### src/rtl/fifo_stream_reader.sv
// Drains a 1-cycle-latency FIFO into a framed valid/ready stream through a 2-entry skid buffer.
// Latency: 2 cycles from read to valid. Backpressure: reads stop once the buffer plus in-flight reach 2.
module fifo_stream_reader #(
    parameter int DATA_WIDTH = 8,
    parameter int BURST_LEN  = 16,
    parameter int CNT_WIDTH  = 8
) (
    input  logic                  i_clk,
    input  logic                  i_rst_n,
    input  logic                  i_fifo_empty,
    input  logic [DATA_WIDTH-1:0] i_fifo_dout,
    output logic                  o_fifo_rd_en,
    output logic                  o_m_valid,
    output logic [DATA_WIDTH-1:0] o_m_data,
    output logic                  o_m_last,
    input  logic                  i_m_ready,
    input  logic                  i_flush,
    output logic                  o_busy
);

    localparam logic [CNT_WIDTH-1:0] LAST_BEAT = CNT_WIDTH'(BURST_LEN - 1);

    logic [1:0]            occ_q, occ_d;
    logic                  inflight_q, inflight_d;
    logic [DATA_WIDTH-1:0] buf0_q, buf0_d;
    logic [DATA_WIDTH-1:0] buf1_q, buf1_d;
    logic [CNT_WIDTH-1:0]  cnt_q, cnt_d;

    logic       pop;
    logic       cap;
    logic       rd_issue;
    logic [1:0] pending;

    assign o_m_valid    = (occ_q != 2'd0);
    assign o_m_data     = buf0_q;
    assign o_m_last     = o_m_valid & (cnt_q == LAST_BEAT);
    assign o_busy       = (occ_q != 2'd0) | inflight_q;
    // Reset gating lives only on the output so the flop inputs stay reset-free.
    assign o_fifo_rd_en = rd_issue & i_rst_n;

    always_comb begin
        pending  = occ_q + {1'b0, inflight_q};
        pop      = o_m_valid & i_m_ready;
        rd_issue = !i_fifo_empty & !i_flush & ((pending < 2'd2) | pop);
        cap      = inflight_q & !i_flush;

        occ_d      = occ_q;
        inflight_d = rd_issue;
        buf0_d     = buf0_q;
        buf1_d     = buf1_q;
        cnt_d      = cnt_q;

        if (i_flush) begin
            occ_d = 2'd0;
            cnt_d = '0;
        end else begin
            if (pop) begin
                cnt_d = (cnt_q == LAST_BEAT) ? '0 : cnt_q + CNT_WIDTH'(1);
            end
            // Head is buf0; a pop shifts buf1 forward, a capture fills the first free slot.
            case ({cap, pop})
                2'b10: begin
                    if (occ_q == 2'd0) begin
                        buf0_d = i_fifo_dout;
                    end else begin
                        buf1_d = i_fifo_dout;
                    end
                    occ_d = occ_q + 2'd1;
                end
                2'b01: begin
                    buf0_d = buf1_q;
                    occ_d  = occ_q - 2'd1;
                end
                2'b11: begin
                    if (occ_q == 2'd2) begin
                        buf0_d = buf1_q;
                        buf1_d = i_fifo_dout;
                    end else begin
                        buf0_d = i_fifo_dout;
                    end
                end
                default: begin
                end
            endcase
        end
    end

    always_ff @(posedge i_clk or negedge i_rst_n) begin
        if (!i_rst_n) begin
            occ_q      <= 2'd0;
            inflight_q <= 1'b0;
            buf0_q     <= '0;
            buf1_q     <= '0;
            cnt_q      <= '0;
        end else begin
            occ_q      <= occ_d;
            inflight_q <= inflight_d;
            buf0_q     <= buf0_d;
            buf1_q     <= buf1_d;
            cnt_q      <= cnt_d;
        end
    end

endmodule
### config.mk
export PLATFORM = sky130hd
export DESIGN_NAME = fifo_stream_reader
export DESIGN_NICKNAME = d
export VERILOG_FILES = /design/src/rtl/fifo_stream_reader.sv
export SDC_FILE = /design/constraint.sdc
export NUM_CORES = 1
export LEC_CHECK = 0
export BUFFER_PORTS_ARGS = -buffer_cell sky130_fd_sc_hd__buf_2
export CORE_UTILIZATION = 55
export CTS_BUF_LIST = sky130_fd_sc_hd__clkbuf_8 sky130_fd_sc_hd__clkbuf_16
export CTS_CLUSTER_DIAMETER = 50
export DETAILED_ROUTE_END_ITERATION = 12
export GPL_TIMING_DRIVEN = 0
export PLACE_DENSITY = 0.82
export SLEW_MARGIN = 20
export SYNTH_ARGS = -nofsm -noshare
export SYNTH_HDL_FRONTEND = slang
export SYNTH_SLANG_ARGS = --single-unit
### constraint.sdc
create_clock -name i_clk -period 4.5 [get_ports i_clk]
set_input_delay 0.45 -clock i_clk [delete_from_list [all_inputs] [get_ports i_clk]]
set_output_delay 0.45 -clock i_clk [all_outputs]
set_load 0.03 [all_outputs]
Word-level counts from Yosys, hierarchy flattened. Index checks and enable logic that the tools add are counted.

Add/subtract/negate cells: 4. Multipliers: 0. Divide/modulo/power cells: 0. $lt $le $gt $ge: 1. Eq/ne operators: 8. Shifts and indexed selects: 0. Multiplexer cells: 11. Bitwise gates (word level): 9. Reduce and logical (&&, ||, !) cells: 10.

Operators with widths (count): two-way mux 8 bit (7); one-hot mux 8 bit (3 select lines) (1); one-hot mux 8 bit (2 select lines) (1); adder 8 x 1 -> 8 bit (second input constant) (1); equality test 8 x 4 -> 1 bit (second input constant) (1); bitwise AND 1 bit (6); equality test 2 bit (second input constant) (3); != test 2 bit (second input constant) (3); nonzero test 2 bit (3); nonzero test 3 bit (2); one-hot mux 2 bit (2 select lines) (1); AND reduction 4 bit (1); AND reduction 3 bit (1); adder 2 x 1 -> 2 bit (1); adder 2 x 1 -> 2 bit (second input constant) (1); equality test 2 x 1 -> 1 bit (second input constant) (1); logical NOT 1 bit (2); logical NOT 2 bit (1); less-than comparator 2 bit (second input constant) (1); two-way mux 2 bit (1); OR 1 bit (2); subtractor 2 x 1 -> 2 bit (second input constant) (1); inverter 1 bit (1).

Flip-flop bits (word level): 27. Latch bits: 0. Bits in writable memories: 0. Memory bits (read-only): 0. Bits of input ports: 13. Output and inout bits: 12. Word-level logic and storage cells: 48. Memories kept: 0.

Logic depth before layout (Yosys ltp). Gate-level depths: netlist of run 1.

Word-level depth: 5. Gate-level depth with buffers: 6. Depth with buffers taken out: 5.

Worst setup path after synthesis of run 1. No wires, ideal clock.

Kind: register -> output. From: register occ_q[0]. To: output o_fifo_rd_en. Arrival time: 1.234 ns. Data required time: 4.050 ns. Path slack: 2.816 ns. Stages on the path, launching flop included: 6. Buffers on the path: 1. Cells stage by stage: dfrtp_1 buf_2 nand2_1 xnor2_1 a211oi_1 and2_1.

Word-level cells in the longest chain between the ends: 5. Elaborated cells on any way between the ends: 7.

Ends and longest elaborated chain: start, declared (line 23) `logic [1:0] occ_q, occ_d;`; start signal, assigned (line 90) `occ_q <= 2'd0;`; start signal, assigned (line 96) `occ_q <= occ_d;`; adder 2 x 1 -> 2 bit / nonzero test 2 bit (equally long branches) (line 42, 34); less-than comparator 2 bit / bitwise AND 1 bit (equally long branches) (line 44, 43); OR 1 bit (*) (line 44) `rd_issue = !i_fifo_empty & !i_flush & ((pending < 2'd2) | pop);`; bitwise AND 1 bit (*) (line 44); named net inflight_d (line 24) `logic inflight_q, inflight_d;`; bitwise AND 1 bit (*) (line 39) `assign o_fifo_rd_en = rd_issue & i_rst_n;`; end, declared (line 12) `output logic o_fifo_rd_en,`.

Mark *: on every way through the listed nets, which the timed path passes. The rest lies on a longest branch.

Final worst setup path of run 1.
From: register cnt_q[4]. To: output o_m_last.

Word-level cells in the longest chain between the ends: 2.

Ends and longest elaborated chain: start, declared (line 27) `logic [CNT_WIDTH-1:0] cnt_q, cnt_d;`; start signal, assigned (line 100) `cnt_q <= cnt_d;`; equality test 8 x 4 -> 1 bit (line 36) `assign o_m_last = o_m_valid & (cnt_q == LAST_BEAT);`; bitwise AND 1 bit (line 36); end, declared (line 15) `output logic o_m_last,`.

Every way passes these cells.

==> summary.md, run 1 <==
| Metric | Value |
|---|---|
| Initial antenna violation count | 0 |
| Mapped Cells | 123 |
| I/O pins | 25 |
| Final net count | 166 |
| Setup Crit Path Kind | reg -> out |
| Clk_lat worst skew | 0.27 ns |
| Sequential element share of the synthesized area | 50.5% |
| Setup TNS after final layout | 0 ns |
| FF-to-FF path depth | 6 |
| Die area | 2630 um^2 |
| Post-synth cell types | 35 |
| Comb pwr share | 35.1% |
| Routability cong. | 0.891 |
| CTS tree | done |
| Storage cell area | 676 um^2 |
| Area growth from synthesis to layout | 15.1% |
| Top FF cell, synth | dfrtp_1 |
| Worst VDD drop | 0.000354 V |
| WP data arrival | 1.77 ns |
| Area taken by multi-input logic gates | 618 um^2 |
| DPL Wire Length | 1880 um |
| First-pass GRT wire length | 4370 um |
| Clk network pwr share | 18.3% |
| Final setup fails | 0 |
| Switch share | 36.6% |
| Vias in the first global route | 975 |
| Synthesized area | 1340 um^2 |
| Crit path max-delay cell type | nor4_1 |
| Reg-to-reg critical path endpoint | o_m_data[3] |
| Max-slew violations | 0 |
| Setup crit start kind | register |
| Period utilization | 49.2% |
| Clock transition at path regs | 0.09 ns |
| Share of the synthesized area in the top cell type | 50.5% |
| Status | finished, final reports clean |
| Ranking of synthesized cells by area | dfrtp_1 (51%), mux2i_1 (6.7%), mux2_2 (6.7%) |
| DR vias/cell | 5.89 |
| Root Driver | clkbuf_8 |
| CP Buf/Inv Count | 1 |
| Hold-fix buffers at CTS | 0 |
| Worst slew pin tran | 0.641 ns |
| Post-CTS setup buffer count | 0 |
| DRC | 0 |
| Max Cap Viol | 0 |
| Pin count of the biggest net entering global routing | 29 |
| Static leakage power | 0.760 nW |
| Power Dens Cells | 489 nW/um^2 |
| Total Power | 0.753 mW |
| CP max stage delay | 0.60 ns |
| Post-synth EDFFs | 0 |
| Initial drt markers | 24 |
| Syn avg cell area | 10.9 um^2 |
| Asr flop ratio synth | 100% |
| DRT Pass-1 Iters | 5 |
| GRT Util Overall | 22.8% |
| DR vias | 1055 |
| FF+latch count, synth | 27 |
| Wire length per cell after detailed routing | 14.9 um |
| Hold Path Class | in -> async |
| Share of cells above drive strength 1 | 32.5% |
| Cell with the most instances after synthesis | dfrtp_1 |
| Final ANT Viol Nets | 0 |
| Final min period | 2.22 ns |
| Sequential cell fraction of total power | 46.6% |
| Die span in x | 51.3 um |
| Skew final | 0.00222 ns |
| Fill cells | 184 |
| Worst setup startpoint | cnt_q[4] |
| Slew margin rel. | 56.9% |
| Switching power | 0.276 mW |
| H-tree Lvls | 1 |
| Final hold viol count | 0 |
| CTS Sinks | 27 |
| Core region area | 2250 um^2 |
| TritonCTS Buffers | 3 |
| Placed standard-cell area | 1490 um^2 |
| Synth area leader | dfrtp_1 |
| Worst flop-to-flop path startpoint | occ_q[1] |
| CP max FO | 6 |
| WL final | 2670 um |
| Delay-heaviest family, CP | simple AND/OR/NAND/NOR gates |
| Register-to-register setup slack | 2.81 ns |
| Internal Power | 0.477 mW |
| Post-Syn Nets | 137 |
| FP Rows | 17 |
| Die height | 51.3 um |
| Fin area | 1540 um^2 |
| Diode count | 0 |
| CP Capture Type | output port |
| Initial Utilization | 59.3% |
| RSZ-0062 raised after global routing | no |
| Worst-path cell chain | nor4_1 > and3_1 > buf_2 |
| Max Fclk | 451 MHz |
| Longest Clk Path Bufs | 2 |
| Top cells by count, synth | dfrtp_1 (27), nor2_1 (13), a21oi_1 (11) |
| Grt ovf | 0 |
| PortBufs | 24 |
| Syn. warnings | 0 |
| Post-CTS sizing | 0 |
| Critical Path RT | 4.05 ns |
worst reg2reg max path: cells and delay by family (launching register included):
| kind | cells | cell delay [ns] |
|---|---|---|
| buffers and inverters | 2 | 0.32 |
| multiplexers | 1 | 0.23 |
| flip-flops | 1 | 0.37 |
| AO/OA/AOI/OAI | 3 | 0.65 |
final cells by class:
class | instances | share of cell area, %
Buffer | 5 | 2.36
Clock buffer | 3 | 2.68
Clock inverter | 1 | 0.325
Inverter | 2 | 0.488
Multi-Input combinational cell | 89 | 40.2
Sequential cell | 27 | 43.9
Tap cell | 28 | 2.28
Timing Repair Buffer | 24 | 7.80
power groups by stage:
stage	logic [mW]	clock network [mW]	registers, mW
4_1_cts	0.267	0.138	0.351
6_report	0.265	0.138	0.351
5_1_grt	0.285	0.145	0.358
3_5_place_dp	0.265	0	0.356
3_3_place_gp	0.254	0	0.350
2_1_floorplan	0.130	0	0.413
layer usage:
layer | GRT usage [%] | share of wire, %
met3 | 2.98 | 4.8
met5 | 0 | 0
met2 | 39.0 | 53
met4 | 9.46 | 1.1
met1 | 29.1 | 41
layout by cell type, fill, tap and decap left out, types with 2 or more instances in the layout:
cell	count
mux2_2	8
clkbuf_8	3
nor2_2	2
nand2_1	9
buf_6	2
buf_2	26
o21ai_0	2
nor2_1	13
nor4_1	3
a21oi_2	2
a21oi_1	11
dfrtp_1	27
nand3_1	3
and3_1	3
xnor2_1	4
inv_1	2
mux2i_1	9
xor2_1	2
a211oi_1	2
worst max path at each step:
stage / end / cells past startpoint
finish: o_m_last / 3
global route: o_m_last / 3
CTS: o_m_last / 3
detailed placement: o_m_last / 3
global placement: o_m_last / 3
floorplan: o_fifo_rd_en / 5
cells by family (layout without fill, tap and decap cells):
| family | Yosys count | after routing | synth area share [%] |
|---|---|---|---|
| simple gates | 41 | 41 | 15.3 |
| compound gates | 24 | 24 | 12.5 |
| xor+xnor | 6 | 6 | 3.93 |
| flops | 27 | 27 | 50.5 |
| mux | 17 | 17 | 13.5 |
| fa+ha+maj | 1 | 1 | 0.935 |
| buf+inv | 7 | 35 | 3.27 |
state kept, by name (all words and copies together) (netlist names):
register and flops:
buf1_q 8, cnt_q 8, o_m_data 8, occ_q 2, inflight_q 1
per-stage QoR:
stage	utilization [%]	cells	setup WS (ns)	hold slack (ns)
floorplan	-	123	2.82	0.154
detailed placement	66.2	175	2.67	0.487
finish	68.3	179	2.28	0.170
global route	68.3	179	2.23	0.215
global placement	66.2	175	2.70	0.479
CTS	68.3	179	2.31	0.194
Power figures use the tool's default switching activity.
==> run 2, diff against run 1 <==
--- a/config.mk
+++ b/config.mk
@@ -6,12 +6,12 @@
 export NUM_CORES = 1
 export LEC_CHECK = 0
 export BUFFER_PORTS_ARGS = -buffer_cell sky130_fd_sc_hd__buf_2
-export CORE_UTILIZATION = 55
+export CORE_UTILIZATION = 48
 export CTS_BUF_LIST = sky130_fd_sc_hd__clkbuf_8 sky130_fd_sc_hd__clkbuf_16
 export CTS_CLUSTER_DIAMETER = 50
 export DETAILED_ROUTE_END_ITERATION = 12
 export GPL_TIMING_DRIVEN = 0
-export PLACE_DENSITY = 0.82
+export PLACE_DENSITY = 0.76
 export SLEW_MARGIN = 20
 export SYNTH_ARGS = -nofsm -noshare
 export SYNTH_HDL_FRONTEND = slang
==> constraint.sdc (replaced) <==
create_clock -name i_clk -period 1.9 [get_ports i_clk]
set_input_delay 0.19 -clock i_clk [delete_from_list [all_inputs] [get_ports i_clk]]
set_output_delay 0.19 -clock i_clk [all_outputs]
set_load 0.03 [all_outputs]
==> summary.md, run 2 (synthesized netlist as in run 1, its figures left out) <==
| Metric | Value |
|---|---|
| Setup Crit Path Kind | reg -> out |
| CP max stage delay | 0.33 ns (-0.27 ns) |
| CP max FO | 10 (+4) |
| Grt ovf | 0 (unchanged) |
| Setup crit start kind | register |
| Wire length per cell after detailed routing | 14.8 um (-0.99%) |
| Final hold viol count | 0 (unchanged) |
| PortBufs | 24 (unchanged) |
| Die area | 3000 um^2 (+14%) |
| Max-slew violations | 0 (unchanged) |
| Final ANT Viol Nets | 0 (unchanged) |
| Period utilization | 93.8% |
| Setup TNS after final layout | 0 ns (unchanged) |
| WP data arrival | 1.59 ns (-0.18 ns) |
| Final min period | 1.78 ns |
| Worst slew pin tran | 0.543 ns (-0.0979 ns) |
| Delay-heaviest family, CP | buffers and inverters |
| Power Dens Cells | 1140 nW/um^2 (+130%) |
| Max Cap Viol | 0 (unchanged) |
| DR vias/cell | 5.64 (-4.3%) |
| Vias in the first global route | 948 (-2.8%) |
| DPL Wire Length | 1830 um (-3.1%) |
| Sequential cell fraction of total power | 46.3% (-0.3 points) |
| Area growth from synthesis to layout | 17.4% |
| Critical Path RT | 1.71 ns (-2.34 ns) |
| Most frequent cells in the layout | dfrtp_1 (27), buf_2 (24), nor2_1 (13) |
| Static leakage power | 0.763 nW (+0.44%) |
| Storage cell area | 676 um^2 (unchanged) |
| Internal Power | 1.14 mW (+140%) |
| Longest Clk Path Bufs | 2 (unchanged) |
| First-pass GRT wire length | 4330 um (-1.1%) |
| Area taken by multi-input logic gates | 629 um^2 (+1.8%) |
| Max Fclk | 561 MHz |
| TritonCTS Buffers | 3 (unchanged) |
| Diode count | 0 (unchanged) |
| WL final | 2690 um (+0.67%) |
| Initial antenna violation count | 0 (unchanged) |
| Clk_lat worst skew | 0.28 ns (about the same) |
| Final setup fails | 0 (unchanged) |
| GRT Util Overall | 20.4% (-2.4 points) |
| Status | finished, final reports clean |
| FP Rows | 18 (+1) |
| Switching power | 0.656 mW (+140%) |
| Commonest non-fill, non-tap cell in the layout | dfrtp_1 |
| RSZ-0062 raised after global routing | no |
| Skew final | 0.00856 ns (+0.00634 ns) |
| Die span in x | 54.8 um (+6.8%) |
| Worst VDD drop | 0.000937 V (+160%) |
| DRC | 0 (unchanged) |
| Initial drt markers | 13 (-46%) |
| Final setup margin | 0.117 ns (-2.17 ns) |
| Routability cong. | 0.847 (-5.0%) |
| CTS tree | done |
| Slew margin rel. | 63.7% (+6.8 points) |
| Worst-path cell chain | clkbuf_4 > nand2_1 > xnor2_1 > a211oi_2 > and2_1 > buf_2 |
| Final net count | 167 (+0.60%) |
| Core region area | 2540 um^2 (+13%) |
| DRT Pass-1 Iters | 4 (-1) |
| Share of cells above drive strength 1 | 33.6% (+1.1 points) |
| Register-to-register setup slack | 0.23 ns (-2.58 ns) |
| CP Capture Type | output port |
| Crit path max-delay cell type | dfrtp_1 |
| Die height | 54.8 um (+6.8%) |
| Clock transition at path regs | 0.10 ns (about the same) |
| I/O pins | 25 (unchanged) |
| CTS Sinks | 27 (unchanged) |
| Initial Utilization | 52.6% (-6.8 points) |
| CP Buf/Inv Count | 2 (+1) |
| Root Driver | clkbuf_8 |
| Hold Path Class | in -> reg |
| Comb pwr share | 34.9% (-0.2 points) |
| Total Power | 1.79 mW (+140%) |
| DR vias | 1027 (-2.7%) |
| DP Worst Slack | 0.245 ns (-2.42 ns) |
| Switch share | 36.6% (about the same) |
| Fill cells | 225 (+22%) |
| Clk network pwr share | 18.8% (+0.5 points) |
| Pin count of the biggest net entering global routing | 29 (unchanged) |
| H-tree Lvls | 1 (unchanged) |
[run 2: stage by stage]
stage | std cells | hold WS (ns) | instance area [um^2] | util, %
after floorplan | 123 | -0.106 | 1340 | -
after global placement | 177 | 0.224 | 1500 | 58.8
after detailed placement | 177 | 0.237 | 1500 | 58.8
after CTS | 182 | 0.0735 | 1550 | 61.1
after global routing | 182 | 0.0630 | 1570 | 61.7
final | 182 | 0.0730 | 1570 | 61.7
[run 2: path summary, 6_finish.rpt]
| kind | from | to | cells past startpoint |
|---|---|---|---|
| setup / recovery | occ_q[0] | o_fifo_rd_en | 6 |
| hold / removal | i_fifo_empty | inflight_q | 2 |
| setup reg to reg | occ_q[1] | o_m_data[5] | 6 |
| hold reg to reg | buf1_q[2] | buf1_q[2] | 1 |
| max in group asynchronous | i_rst_n | buf1_q[6] | 2 |
| min in group asynchronous | i_rst_n | inflight_q | 2 |
[run 2: power groups by stage]
stage	sequential, mW	clock, mW	combinational, mW
final	0.830	0.337	0.625
after global routing	0.850	0.365	0.680
after CTS	0.830	0.345	0.627
after detailed placement	0.840	0	0.621
after global placement	0.830	0	0.606
after floorplan	0.977	0	0.308
[run 2: layer usage]
metal / part of all wire [%] / global-route usage, % / vias up
met5: 0 / 0 / -
met3: 4.6 / 3.33 / 5
met4: 1.2 / 8.12 / 0
li1: - / - / 491
met1: 46 / 28.0 / 500
met2: 48 / 31.7 / 31
[run 2: layout make-up]
cell class	count	share of cell area, %
Sequential cell	27	43.0
Multi-Input combinational cell	89	40.1
Timing Repair Buffer	25	8.45
Clock buffer	3	2.63
Buffer	5	2.47
Tap cell	30	2.39
Clock inverter	1	0.478
Inverter	2	0.478
[run 2: repair_timing]
item                                    in CTS  in global routing
hold buffers                                 1                  0
hold endpoints to repair                    27                  0
resized for setup                            0                  4
buffers inserted                             0                  0
endpoints found under the setup margin       0                  2
[run 2: worst register-to-register path: cells and delay by family, from the launching register on]
kind            cells  cell delay [ns]
buf+inv             2             0.33
compound gates      3             0.62
flops               1             0.37
mux                 1             0.25
==> run 3, diff against run 2 <==
--- a/config.mk
+++ b/config.mk
@@ -12,6 +12,7 @@
 export DETAILED_ROUTE_END_ITERATION = 12
 export GPL_TIMING_DRIVEN = 0
 export PLACE_DENSITY = 0.76
+export REMOVE_ABC_BUFFERS = 1
 export SLEW_MARGIN = 20
 export SYNTH_ARGS = -nofsm -noshare
 export SYNTH_HDL_FRONTEND = slang
==> summary.md, run 3 (synthesized netlist as in run 1, its figures left out) <==
| Metric | Value |
|---|---|
| Status | finished, final reports clean |
| WL final | 2400 um (-11%) |
| CTS Sinks | 27 (unchanged) |
| Period utilization | 92.3% (-1.5 points) |
| Metal3 WL | 100 um (-19%) |
| Setup TNS after final layout | 0 ns (unchanged) |
| Final net count | 162 (-3.0%) |
| Wire length per cell after detailed routing | 13.5 um (-8.3%) |
| Hold Crit Depth | 2 (unchanged) |
| Initial antenna violation count | 0 (unchanged) |
| Reg-to-reg critical path endpoint | o_m_data[5] |
| Fill cells | 227 (+0.89%) |
| Max Used Layer | met4 |
| DR WL met2 | 1190 um (-7.8%) |
| Hold Path Class | in -> reg |
| Core region area | 2540 um^2 (unchanged) |
| Initial drt markers | 15 (+2) |
| Max Fclk | 570 MHz (+1.6%) |
| Longest Clk Path Bufs | 2 (unchanged) |
| Placed instance count | 172 (-2.8%) |
| Hold_ws | 0.0751 ns (+0.00207 ns) |
| TritonCTS Buffers | 3 (unchanged) |
| Final setup fails | 0 (unchanged) |
| CP Capture Type | output port |
| DR vias | 1007 (-1.9%) |
| HP Start | i_fifo_empty |
| Hold Path End | inflight_q |
| Worst slew pin tran | 0.483 ns (-0.0598 ns) |
| Non-Filler Instances | 177 (-2.7%) |
| Initial Utilization | 52.6% (unchanged) |
| Max Cap Viol | 0 (unchanged) |
| WP data arrival | 1.56 ns (-0.03 ns) |
| Root Driver | clkbuf_8 |
| Die height | 54.8 um (unchanged) |
| Fin area | 1530 um^2 (-2.4%) |
| Routability cong. | 0.819 (-3.3%) |
| Post-CTS setup buffer count | 0 (unchanged) |
| Area growth from synthesis to layout | 14.6% |
| I/O pins | 25 (unchanged) |
| Die span in x | 54.8 um (unchanged) |
| Clock transition at path regs | 0.09 ns (about the same) |
| Skew final | 0.00608 ns (-0.00249 ns) |
| Final hold viol count | 0 (unchanged) |
| Share of cells above drive strength 1 | 34.0% (+0.46 points) |
| Static leakage power | 0.741 nW (-3.0%) |
| Commonest non-fill, non-tap cell in the layout | dfrtp_1 |
| Most frequent cells in the layout | dfrtp_1 (25), buf_2 (23), nor2_1 (13) |
| Critical Path RT | 1.71 ns (about the same) |
| PortBufs | 24 (unchanged) |
| Setup Crit Path Kind | reg -> out |
| Final ANT Viol Nets | 0 (unchanged) |
| Die area | 3000 um^2 (unchanged) |
| Worst flop-to-flop path startpoint | occ_q[1] |
| Final min period | 1.75 ns (-0.0281 ns) |
| Max-slew violations | 0 (unchanged) |
| H-tree Lvls | 1 (unchanged) |
| Grt ovf | 0 (unchanged) |
| Met1 WL | 1070 um (-14%) |
| Worst VDD drop | 0.000788 V (-16%) |
| FP Rows | 18 (unchanged) |
| CP max FO | 5 (-5) |
| FF-to-FF path depth | 4 (-2) |
| Diode count | 0 (unchanged) |
| DRT Pass-1 Iters | 4 (unchanged) |
| DRC | 0 (unchanged) |
| Slew margin rel. | 67.7% (+4.0 points) |
| Power Dens Cells | 1130 nW/um^2 (-0.62%) |
| DPL Wire Length | 1680 um (-7.9%) |
| Pin count of the biggest net entering global routing | 29 (unchanged) |
| Clk_lat worst skew | 0.27 ns (about the same) |
| RSZ-0062 raised after global routing | no |
| DR vias/cell | 5.69 (+0.82%) |
| First-pass GRT wire length | 3750 um (-13%) |
| GRT Util Overall | 18.1% (-2.3 points) |
| Setup crit start kind | register |
| Vias in the first global route | 880 (-7.2%) |
| CTS tree | done |
| Placed standard-cell area | 1460 um^2 (-2.4%) |
| Register-to-register setup slack | 0.20 ns (-0.03 ns) |
run 3: critical path, stage by stage, from the launching register on:
cell     delay (ns)
dfrtp_1        0.45
nor4_2         0.44
and3_1         0.22
buf_2          0.19
run 3: where the power goes:
group / total [mW] / switching (mW) / internal [mW] / leakage [nW]
clock network: 0.309 / 0.162 / 0.147 / 0.0255
registers: 0.842 / 0.0993 / 0.743 / 0.336
logic: 0.587 / 0.357 / 0.230 / 0.379
total: 1.74 / 0.618 / 1.12 / 0.741
run 3: worst max path at each step:
stage / startpoint / end / slack (ns) / cells after the start
global placement: occ_q[1] / o_m_data[7] / 0.14 / 4
global route: cnt_q[5] / o_m_last / 0.04 / 3
finish: cnt_q[5] / o_m_last / 0.15 / 3
CTS: inflight_q / o_fifo_rd_en / 0.05 / 5
floorplan: occ_q[1] / o_m_data[5] / 0.34 / 4
detailed placement: occ_q[0] / o_m_data[5] / 0.07 / 4
run 3: what timing repair did:
| action | CTS | global route |
|---|---|---|
| hold buffers | 1 | 0 |
| setup endpoints to repair | 2 | 8 |
| hold endpoints to repair | 27 | 0 |
| gates resized for setup | 2 | 4 |
run 3: through the flow:
stage	setup WS (ns)	total power [mW]	util, %
after floorplan	0.339	1.27	-
after global placement	0.141	1.41	57.3
after detailed placement	0.0704	1.44	57.3
after CTS	0.0452	1.76	59.8
after global routing	0.0445	1.84	60.2
final	0.146	1.74	60.2
run 3: cell type report:
cell class / instances / area (um^2) / area share, %
clock buffers: 3 / 41.3 / 2.69
clock inverters: 1 / 5.00 / 0.327
inverters: 2 / 7.51 / 0.490
multi-input cells: 89 / 631 / 41.1
flip-flops and latches: 27 / 678 / 44.2
well taps: 30 / 37.5 / 2.45
repair buffers: 25 / 133 / 8.65
run 3: layer usage:
metal,GRT usage (%),up-vias
met2,30.3,25
met1,21.4,495
met5,0,-
met3,4.17,5
met4,8.97,0
li1,-,482
